### config.mk
export PLATFORM = sky130hd
export DESIGN_NAME = alu_seq
export DESIGN_NICKNAME = d
export VERILOG_FILES = /design/src/rtl/alu_seq.sv
export SDC_FILE = /design/constraint.sdc
export NUM_CORES = 1
export LEC_CHECK = 0
export BUFFER_PORTS_ARGS = -buffer_cell sky130_fd_sc_hd__buf_2
export CAP_MARGIN = 25
export CORE_AREA = 2 2 91 93
export DETAILED_ROUTE_END_ITERATION = 6
export DIE_AREA = 0 0 93 95
export GPL_ROUTABILITY_DRIVEN = 1
export PLACE_DENSITY = 0.73
export SKIP_CTS_REPAIR_TIMING = 1
export SLEW_MARGIN = 20
export SYNTH_ARGS = -nofsm -noshare
export SYNTH_HDL_FRONTEND = slang
export SYNTH_SLANG_ARGS = --single-unit
export TNS_END_PERCENT = 10
### constraint.sdc
create_clock -name clk -period 2.2 [get_ports clk]
set_clock_uncertainty 0.2 [all_clocks]
set_input_delay 0.22 -clock clk [delete_from_list [all_inputs] [get_ports clk]]
set_output_delay 0.22 -clock clk [all_outputs]
set_load 0.03 [all_outputs]
### src/rtl/alu_seq.sv
// alu_seq: multicycle sequencer for one register-to-register instruction at a
// time on an external regfile / alucontrol / alu datapath.
// Optional build macro: ALU_SEQ_R0_PROTECT_EN (register 0 is never written).
//
// state   | meaning
// --------+-----------------------------------------------------------
// S_IDLE  | cmd_ready high, waiting for a command handshake
// S_READ  | regfile read addresses driven, operands latched at the end
// S_EXEC  | ALU operands stable, result and write address latched at end
// S_WRITE | regwrite/done asserted for one cycle, counter bumps at end
module alu_seq #(
  parameter int WIDTH = 8,
  parameter int AW    = 3,
  parameter int CNT_W = 16
) (
  input  logic             clk,
  input  logic             reset_n,
  input  logic             cmd_valid,
  output logic             cmd_ready,
  input  logic             cmd_ldi,
  input  logic [1:0]       cmd_aluop,
  input  logic [5:0]       cmd_funct,
  input  logic [AW-1:0]    cmd_rd,
  input  logic [AW-1:0]    cmd_rs,
  input  logic [AW-1:0]    cmd_rt,
  input  logic [WIDTH-1:0] cmd_imm,
  output logic [AW-1:0]    ra1,
  output logic [AW-1:0]    ra2,
  input  logic [WIDTH-1:0] rd1,
  input  logic [WIDTH-1:0] rd2,
  output logic [AW-1:0]    wa,
  output logic [WIDTH-1:0] wd,
  output logic             regwrite,
  output logic [WIDTH-1:0] a,
  output logic [WIDTH-1:0] b,
  output logic [1:0]       aluop,
  output logic [5:0]       funct,
  input  logic [WIDTH-1:0] result,
  output logic             busy,
  output logic             done,
  output logic [WIDTH-1:0] done_result,
  output logic [CNT_W-1:0] instr_count
);

  typedef enum logic [1:0] {S_IDLE, S_READ, S_EXEC, S_WRITE} state_t;

  state_t             r_state, w_state;
  logic               r_cmd_ready, w_cmd_ready;
  logic [AW-1:0]      r_ra1, w_ra1, r_ra2, w_ra2, r_wa, w_wa;
  logic [WIDTH-1:0]   r_wd, w_wd, r_a, w_a, r_b, w_b;
  logic               r_regwrite, w_regwrite, r_done, w_done, r_busy, w_busy;
  logic [1:0]         r_aluop, w_aluop, r_cap_aluop, w_cap_aluop;
  logic [5:0]         r_funct, w_funct, r_cap_funct, w_cap_funct;
  logic [AW-1:0]      r_cap_rd, w_cap_rd;
  logic [WIDTH-1:0]   r_done_result, w_done_result;
  logic [CNT_W-1:0]   r_instr_count, w_instr_count;

  // Next-state and next-output logic; every output is registered, so the
  // values a state must present are computed on the edge that enters it.
  always_comb begin
    w_state       = r_state;
    w_cmd_ready   = r_cmd_ready;
    w_ra1         = r_ra1;
    w_ra2         = r_ra2;
    w_wa          = r_wa;
    w_wd          = r_wd;
    w_a           = r_a;
    w_b           = r_b;
    w_aluop       = r_aluop;
    w_funct       = r_funct;
    w_cap_aluop   = r_cap_aluop;
    w_cap_funct   = r_cap_funct;
    w_cap_rd      = r_cap_rd;
    w_busy        = r_busy;
    w_done_result = r_done_result;
    w_instr_count = r_instr_count;
    w_regwrite    = 1'b0;
    w_done        = 1'b0;

    case (r_state)
      S_IDLE: begin
        if (cmd_valid && r_cmd_ready) begin
          w_cap_aluop = cmd_aluop;
          w_cap_funct = cmd_funct;
          w_cap_rd    = cmd_rd;
          w_cmd_ready = 1'b0;
          w_busy      = 1'b1;
          if (cmd_ldi) begin
            w_wa    = cmd_rd;
            w_wd    = cmd_imm;
            w_state = S_WRITE;
          end else begin
            w_ra1   = cmd_rs;
            w_ra2   = cmd_rt;
            w_state = S_READ;
          end
        end
      end
      S_READ: begin
        w_a       = rd1;
        w_b       = rd2;
        w_aluop   = r_cap_aluop;
        w_funct   = r_cap_funct;
        w_state   = S_EXEC;
      end
      S_EXEC: begin
        w_wd      = result;
        w_wa      = r_cap_rd;
        w_state   = S_WRITE;
      end
      S_WRITE: begin
        w_instr_count = r_instr_count + CNT_W'(1);
        w_cmd_ready   = 1'b1;
        w_busy        = 1'b0;
        w_state       = S_IDLE;
      end
      default: begin
        w_cmd_ready = 1'b1;
        w_busy      = 1'b0;
        w_state     = S_IDLE;
      end
    endcase

    // Entering WRITE from either path: raise the one-cycle write/done pulse.
    if (w_state == S_WRITE && r_state != S_WRITE) begin
      w_regwrite    = 1'b1;
      w_done        = 1'b1;
      w_done_result = w_wd;
`ifdef ALU_SEQ_R0_PROTECT_EN
      if (w_wa == '0) begin
        w_regwrite    = 1'b0;
        w_done_result = '0;
      end
`endif
    end
  end

  // State and output registers; reset forces IDLE and kills any pending write.
  always_ff @(posedge clk or negedge reset_n) begin
    if (!reset_n) begin
      r_state       <= S_IDLE;
      r_cmd_ready   <= 1'b1;
      r_ra1         <= '0;
      r_ra2         <= '0;
      r_wa          <= '0;
      r_wd          <= '0;
      r_a           <= '0;
      r_b           <= '0;
      r_aluop       <= '0;
      r_funct       <= '0;
      r_cap_aluop   <= '0;
      r_cap_funct   <= '0;
      r_cap_rd      <= '0;
      r_regwrite    <= 1'b0;
      r_done        <= 1'b0;
      r_busy        <= 1'b0;
      r_done_result <= '0;
      r_instr_count <= '0;
    end else begin
      r_state       <= w_state;
      r_cmd_ready   <= w_cmd_ready;
      r_ra1         <= w_ra1;
      r_ra2         <= w_ra2;
      r_wa          <= w_wa;
      r_wd          <= w_wd;
      r_a           <= w_a;
      r_b           <= w_b;
      r_aluop       <= w_aluop;
      r_funct       <= w_funct;
      r_cap_aluop   <= w_cap_aluop;
      r_cap_funct   <= w_cap_funct;
      r_cap_rd      <= w_cap_rd;
      r_regwrite    <= w_regwrite;
      r_done        <= w_done;
      r_busy        <= w_busy;
      r_done_result <= w_done_result;
      r_instr_count <= w_instr_count;
    end
  end

  assign cmd_ready   = r_cmd_ready;
  assign ra1         = r_ra1;
  assign ra2         = r_ra2;
  assign wa          = r_wa;
  assign wd          = r_wd;
  assign regwrite    = r_regwrite;
  assign a           = r_a;
  assign b           = r_b;
  assign aluop       = r_aluop;
  assign funct       = r_funct;
  assign busy        = r_busy;
  assign done        = r_done;
  assign done_result = r_done_result;
  assign instr_count = r_instr_count;

endmodule

==> impl_metrics.ini, run 1 <==
[outcome]
outcome = finished clean

[pwr]
clkPwrFrac = 0.172
p_int_mw = 4.07
sequentialPowerShare = 0.356
ir_drop_mv = 0.796
power_leakage_nw = 2.48
p_sw_mw = 2.87
p_sw_frac = 0.414
p_per_area_nw_per_um2 = 1460
pwr-share-comb = 0.472

[die]
ios = 122
rows = 33
die_w_um = 93
die_y_um = 95
initial_core_util = 0.422
fp.coreArea_um2 = 7930
die-area_um2 = 8840

[synthesis]
synthDominantCellAreaShare = 0.599
synth_edf_count = 0
syn-cell-area_um2 = 3340
yosysMostFrequentCell = dfrtp_1
synth.distinct_cells = 32
syn_avg_cell_area_um2 = 12.9
synthArstFlopShare = 1.00
synth_top_flop_cell = dfrtp_1
yosysSeqAreaShare = 0.607
synth_commonest_cells = dfrtp_1, nand2_1, mux2_2, and3_1, xnor2_1
yosys.area.top_type = dfrtp_1
ys_top_cells_by_area = dfrtp_1, mux2_2, nand2_1, xnor2_1, ha_1
yosysWarnings = 0
syn-num-nets = 319
synth_cells = 259
synth.ff_latch_count = 81

[setup_path]
rr_worst_depth = 7
cp_data_required_time_ns = 2.23
crit_type = reg -> reg
cp_cell_sequence = inv_1, ha_1, buf_4, inv_1, a22oi_4, a221o_1, mux2_2
end_kind = flip-flop
cp_top_family = compound AO/OA/AOI/OAI gates
startpoint_type = flip-flop
crit_path_frequent_cell = inv_1
reg2reg_to = done_result[6]
r2r_slack_ns = 0.12
r2r_start = r_state[1]
critical_path.max_fanout = 13
slowest_stage = dfrtp_2
path_buf_inv = 3
max_stage_delay_ns = 0.40
arrival_ns = 2.11

[route]
routed_wl_mm = 7.65
vias_per_cell = 4.82
first_pass_iters = 4
drc = 0
vias = 2605
drt_iter0_markers = 63
wl_per_cell_um = 14.1
route.antenna.remaining_nets = 0

[global_routing]
antenna_found_initial = 0
overflow = 0
grt_pass1_wl_mm = 10.9
grt.total_usage = 0.160
grt_max_degree = 46
grt_pass1_vias = 2373

[cts]
numCtsBuffers = 9
root_buffer = clkbuf_8
path_clk_slew_ns = 0.08
clkLatencyLatePin_ns = 0.34
clockBufferDepth = 2
cts_tree = done
htreeDepth = 3
clkSinkCount = 81

[placed_design]
gp_congestion = 0.780
io_buffers = 121
place_hpwl_mm = 4.87

[timing]
worst_pin_slew_ns = 0.593
rsz0062_at_grt = false
setup_viol = 0
slew_violations = 0
max_freq_mhz = 480
fin_crit_ns = 2.08
post-route-period-util = 0.947
tns_ns = 0
hold_viol = 0
slew_headroom = 0.605

[worst_hold_path]
hold_end = wd[2]
hold_start = cmd_imm[2]
min_path_type = in -> reg
holdPathStages = 3

[flow_run]
drv_cap = 0

[cells_and_area]
fin_util = 0.599
areaGrowthSynthToFinish_pct = 42.2
insertedDiodeCount = 0
fin_nets = 491
drive_above_1_share = 0.443
-- power by group through the flow --
stage,Clock (mW),Sequential (mW),Combinational (mW)
after floorplan,0,3.42,1.36
after global placement,0,2.46,3.15
after detailed placement,0,2.48,3.21
after CTS,1.23,2.46,3.22
after global routing,1.29,2.55,3.55
final,1.19,2.47,3.28
-- stage by stage --
step                      hold WS (ns)  cells  cell area [µm²]  power (mW)  setup slack, ns
after floorplan                 -0.276    259             3340        4.78            0.106
after global placement          0.0532    480             4090        5.61            0.137
after detailed placement        0.0683    480             4090        5.69           0.0450
after CTS                       -0.318    496             4310        6.91           0.0606
after global routing            0.0345    541             4750        7.38          0.00367
final                           0.0410    541             4750        6.94            0.117
-- cell usage in the layout (no fill, tap or decap), drive strengths merged --
cell         count
a21bo            1
a21oi            4
a221o            7
a22oi            1
a31oi            3
and3            14
and4             2
buf            132
bufinv           2
clkbuf          11
clkinv           3
dfrtp           80
dfstp            1
dlygate4sd3     42
ha               7
inv              5
mux2            39
mux2i            3
nand2           43
nand2b           1
nand3            6
nand3b           1
nand4            4
nand4b           1
nor2             3
nor3             1
o21a             1
o21ai            3
xnor2           12
xor2             3
-- worst register-to-register path: cells and delay by family, from the launching register on --
family | cells | cell delay (ns)
adders and majority gates | 1 | 0.19
buffers and inverters | 3 | 0.36
muxes | 1 | 0.26
AOI/OAI and AO/OA | 2 | 0.55
DFF | 1 | 0.40
-- logic make-up (layout without fill, tap and decap cells) --
family | Yosys count | after routing | synth area share
compound gates | 20 | 20 | 0.0505
xor+xnor | 15 | 15 | 0.0393
fa+ha+maj | 7 | 7 | 0.0262
buf+inv | 18 | 195 | 0.0258
flops | 81 | 81 | 0.607
mux | 42 | 42 | 0.140
simple gates | 76 | 76 | 0.111
-- state kept, by name, summed over array words and instances (netlist names) --
name	cells
r_cap_rd	3
funct	6
done	1
r_cap_aluop	2
done_result	8
wa	3
ra2	3
busy	1
instr_count	16
r_state	2
b	8
cmd_ready	1
a	8
ra1	3
aluop	2
wd	8
r_cap_funct	6
-- metal layers --
layer / wire length (µm) / GRT usage
met1: 3280 / 0.201
met2: 3710 / 0.251
met3: 547 / 0.0511
met4: 113 / 0.0760
met5: 0 / 0
-- worst max-delay path by stage --
| stage | depth (start not counted) | from | end | slack (ns) |
|---|---|---|---|---|
| after detailed placement | 7 | r_state[1] | done_result[4] | 0.05 |
| after global routing | 7 | r_state[1] | done_result[3] | 0.004 |
| after global placement | 6 | r_state[1] | done_result[4] | 0.14 |
| after CTS | 7 | r_state[1] | done_result[3] | 0.06 |
| final | 7 | r_state[1] | done_result[6] | 0.12 |
| after floorplan | 7 | r_state[0] | done_result[3] | 0.11 |
-- final cells by class --
cell class / instances / area [µm²]
Tap cell: 105 / 131
Multi-Input combinational cell: 160 / 1230
Clock buffer: 11 / 141
Sequential cell: 81 / 2030
Fill cell: 668 / 3180
Inverter: 5 / 18.8
Clock inverter: 5 / 78.8
Timing Repair Buffer: 174 / 1120
No activity file was read; power rests on OpenSTA's default activity.
==> run 2, diff against run 1 <==
Settings changed: GPL_TIMING_DRIVEN from default to 0, MAX_ROUTING_LAYER from default to met4.
==> run 2 against run 1 <==
- global-route usage up 0.81 points
- sequential power is essentially flat
- first-iteration DRC count down 22%
- power down 0.48%
- critical path type unchanged
- sequential share of layout area about the same
- sequential cell count did not move
==> impl_metrics.ini, run 2 (synthesis results as in run 1) <==
[cells_and_area]
largest_reg_flops = 16
areaGrowthSynthToFinish_pct = 42.3
final_common_cell = buf_2
fillCellCount = 645
final_cell_mix = buf_2, dfrtp_1, nand2_1
drive_above_1_share = 0.442
insertedDiodeCount = 0
fin_nets = 496
fin_area_um2 = 4760

[cts]
clkSinkCount = 81
clockBufferDepth = 2
numCtsBuffers = 9
htreeDepth = 3
path_clk_slew_ns = 0.08
cts_tree = done
root_buffer = clkbuf_8
clkLatencyLatePin_ns = 0.35

[timing]
slew_violations = 0
setup_viol = 0
fin_crit_ns = 2.18
hold_viol = 0
worst_pin_slew_ns = 0.504
tns_ns = 0
max_freq_mhz = 458
slew_headroom = 0.664
rsz0062_at_grt = true
post-route-period-util = 0.992

[die]
die-area_um2 = 8840
rows = 33
ios = 122
die_w_um = 93
die_y_um = 95
fp.coreArea_um2 = 7930
initial_core_util = 0.422

[placed_design]
io_buffers = 121
gp_congestion = 0.792
placed_cell_area_um2 = 4100
place_hpwl_mm = 5.18

[pwr]
power_leakage_nw = 2.47
p_per_area_nw_per_um2 = 1450
ir_drop_mv = 0.815

[worst_hold_path]
min_path_type = in -> reg
holdPathStages = 3

[setup_path]
slowest_stage = dfrtp_1
cp_data_required_time_ns = 2.23
startpoint_type = flip-flop
max_stage_delay_ns = 0.42
crit_path_frequent_cell = and3_1
critical_path.max_fanout = 8
rr_worst_depth = 8
path_depth = 8
cp_cell_sequence = buf_4, ha_1, buf_2, and3_1, and4_1, clkbuf_1, and3_1, xor2_1
cp_top_family = simple AND/OR/NAND/NOR gates
end_kind = flip-flop
crit_type = reg -> reg
arrival_ns = 2.21
path_buf_inv = 3

[outcome]
outcome = finished clean

[route]
route.antenna.remaining_nets = 0
vias_per_cell = 4.88
first_pass_iters = 4
drc = 0
routed_wl_mm = 7.89
wl_per_cell_um = 14.5
vias = 2665
drt_iter0_markers = 49

[global_routing]
antenna_found_initial = 0
overflow = 0
grt_max_degree = 44
grt_pass1_wl_mm = 11.1
grt.total_usage = 0.168
grt_pass1_vias = 2382

[flow_run]
drv_cap = 0
==> run 2: changes by cell type in the layout (fill, tap and decap cells not counted), sizes merged <==
cell | before | now
clkbuf | 11 | 20
clkinv | 3 | 1
clkinvlp | 0 | 1
bufinv | 2 | 1
buf | 132 | 130
==> run 2: power breakdown <==
| part | total, mW | switching (mW) | leakage [nW] | internal [mW] |
|---|---|---|---|---|
| clock network | 1.07 | 0.512 | 0.0936 | 0.556 |
| logic | 3.37 | 2.05 | 1.35 | 1.32 |
| registers | 2.47 | 0.361 | 1.02 | 2.11 |
| total | 6.91 | 2.92 | 2.47 | 3.99 |
==> run 2: final cells by class <==
type / count / area, µm² / share of cell area
plain buffers: 13 / 73.8 / 0.0155
clock buffers: 13 / 149 / 0.0313
clock inverters: 3 / 42.5 / 0.00895
inverters: 5 / 18.8 / 0.00395
multi-input cells: 160 / 1250 / 0.262
flip-flops and latches: 81 / 2030 / 0.427
well taps: 105 / 131 / 0.0276
repair buffers: 166 / 1060 / 0.224
==> run 2: per-layer routing <==
metal	global-route usage	vias up	share of wire
met3	0.0407	12	0.064
met2	0.250	115	0.49
met1	0.218	1291	0.43
met5	-	-	0
li1	-	1247	-
met4	0.0772	0	0.016
==> run 2: worst paths after layout <==
check                                      from  slack, ns              end
worst min register to register  instr_count[15]       0.27  instr_count[15]
worst min-delay path                 cmd_imm[1]       0.03            wd[1]
max in group asynchronous               reset_n       0.98        cmd_ready
worst max-delay path                 r_state[0]       0.02   instr_count[7]
worst max register to register       r_state[0]       0.02   instr_count[7]
min in group asynchronous               reset_n       0.18   done_result[2]
==> run 2: worst reg2reg max path, delay by kind of cell (launching register included) <==
family	cells	cell delay (ns)
adder cells (fa/ha/maj)	1	0.18
flip-flops	1	0.42
AND/OR/NAND/NOR	3	0.65
XOR/XNOR	1	0.14
buffers and inverters	3	0.50
==> run 2: stage by stage <==
| stage | total power [mW] | hold WS, ns | util | setup slack (ns) | std cells |
|---|---|---|---|---|---|
| floorplan | 4.78 | -0.276 | - | 0.106 | 259 |
| global placement | 5.61 | 0.211 | 0.515 | -0.0606 | 485 |
| detailed placement | 5.72 | 0.0232 | 0.517 | -0.102 | 486 |
| CTS | 6.81 | -0.362 | 0.542 | -0.123 | 502 |
| global route | 7.34 | 0.0318 | 0.600 | -0.0685 | 546 |
| finish | 6.91 | 0.0255 | 0.600 | 0.0169 | 546 |
==> run 3, diff against run 2 <==
Settings changed: CELL_PAD_IN_SITES_DETAIL_PLACEMENT from default to 1, CELL_PAD_IN_SITES_GLOBAL_PLACEMENT from default to 1, CORE_AREA 2 2 91 93 to 2 2 122 88, DIE_AREA 0 0 93 95 to 0 0 124 90, PLACE_DENSITY 0.73 to default, PLACE_DENSITY_LB_ADDON from default to 0.1, SKIP_LAST_GASP from default to 1.
==> run 3 against run 2 <==
- the flow now finishes with violations (negative setup slack)
- sequential cell count unchanged
- sequential share of layout area decreased by 1.2 points
- worst setup slack worse by 0.075 ns
- via count decreased by 2.7%
- final cell count grew 4.6%
- register-to-register slack worse by 0.07 ns
- die area is 26% higher
- count of clock-buffer cells in the layout is 2 lower
- maximum frequency shrank 3.3%
- combinational power is 1% lower
- clock power rose by 50%
- critical path type unchanged
- critical endpoint is now done_result[7]
- largest cell class unchanged
==> impl_metrics.ini, run 3 (synthesis results as in run 1) <==
[placed_design]
place_inst = 513
gp_congestion = 0.801
place_ws_ns = -0.120
io_buffers = 121
place_hpwl_mm = 5.98
placed_cell_area_um2 = 4140

[cells_and_area]
largest_reg_flops = 16
drive_above_1_share = 0.437
insertedDiodeCount = 0
areaGrowthSynthToFinish_pct = 46.3
stdcell_count = 571
fin_util = 0.485
final_cell_mix = buf_2, dfrtp_1, nand2_1
fin_nets = 494
final_common_cell = buf_2
fin_area_um2 = 4890

[outcome]
outcome = complete, but fails checks
violations = negative setup slack

[timing]
hold_viol = 0
rsz0062_at_grt = true
slew_headroom = 0.677
slew_violations = 0
max_freq_mhz = 443
worst_pin_slew_ns = 0.485
setup_viol = 6
worst_hold_slack_ns = 0.0547
fin_crit_ns = 2.26
tns_ns = -0.231
post-route-period-util = 1.03
setup_ws_ns = -0.0578

[die]
die-area_um2 = 11200
die_w_um = 124
rows = 31
initial_core_util = 0.331
fp.coreArea_um2 = 10100
die_y_um = 90
ios = 122

[cts]
numCtsBuffers = 9
clockBufferDepth = 2
clkLatencyLatePin_ns = 0.33
cts_tree = done
htreeDepth = 3
root_buffer = clkbuf_16
path_clk_slew_ns = 0.06
clkSinkCount = 81

[global_routing]
grt.total_usage = 0.163
grt_pass1_vias = 2610
overflow = 0
grt_pass1_wl_mm = 13.6
antenna_found_initial = 0
grt_max_degree = 50

[setup_path]
end_kind = flip-flop
r2r_start = r_state[0]
rr_worst_depth = 7
reg2reg_to = done_result[7]
critical_path.max_fanout = 10
startpoint = r_state[0]
cp_data_required_time_ns = 2.22
r2r_slack_ns = -0.06
setup.worst_path.end = done_result[7]
startpoint_type = flip-flop
arrival_ns = 2.27
crit_type = reg -> reg

[route]
drt_iter0_markers = 97
vias_per_cell = 4.54
wl_per_cell_um = 15.2
route.antenna.remaining_nets = 0
first_pass_iters = 4
routed_wl_mm = 8.67
drc = 0
vias = 2594

[pwr]
total_power_mw = 7.40
ir_drop_mv = 0.615
p_per_area_nw_per_um2 = 1510
p_sw_frac = 0.404
p_int_mw = 4.41
p_sw_mw = 2.99
clkPwrFrac = 0.217
power_leakage_nw = 2.53
pwr-share-comb = 0.450
sequentialPowerShare = 0.333

[worst_hold_path]
holdPathStages = 3
min_path_type = in -> reg

[flow_run]
drv_cap = 0
-- run 3: changes by cell type in the layout (fill, tap and decap cells not counted), sizes merged --
cell      previous run  this run
clkinv               1         3
clkbuf              20        17
buf                130       129
bufinv               1         2
clkinvlp             1         0
-- run 3: critical path, stage by stage (launching register included) --
cell     delay (ns)
dfrtp_1        0.41
inv_1          0.14
ha_2           0.28
and3_4         0.24
a22oi_4        0.07
buf_6          0.15
a221o_1        0.37
mux2_2         0.27
-- run 3: worst min path at each step --
stage                 startpoint              to  slack [ns]
floorplan                reset_n            a[0]       -0.28
global route          cmd_imm[1]           wd[1]        0.06
CTS                      reset_n            done       -0.35
finish                cmd_imm[1]           wd[1]        0.05
global placement    cmd_funct[0]  r_cap_funct[0]        0.21
detailed placement       reset_n  done_result[2]       0.006
-- run 3: layout make-up --
class,count,area [µm²]
buffer,13,71.3
clock buffer,11,243
clock inverter,5,78.8
fill,1124,5190
inverter,5,18.8
multi-input combinational,160,1230
sequential,81,2030
tap,132,165
timing repair buffer,164,1060
-- run 3: layer usage --
metal  global-route usage  up-vias  routed length [µm]
li1                     -     1246                   -
met1                0.217     1283                3910
met2                0.236       57                4340
met3               0.0495        8                 328
met4               0.0524        0                  87
met5                    -        -                   0
-- run 3: power groups by stage --
| stage | sequential, mW | combinational, mW | clock [mW] |
|---|---|---|---|
| 6_report | 2.47 | 3.33 | 1.61 |
| 5_1_grt | 2.56 | 3.59 | 1.74 |
| 4_1_cts | 2.47 | 3.30 | 1.66 |
| 3_5_place_dp | 2.49 | 3.29 | 0 |
| 3_3_place_gp | 2.46 | 3.22 | 0 |
| 2_1_floorplan | 3.42 | 1.36 | 0 |
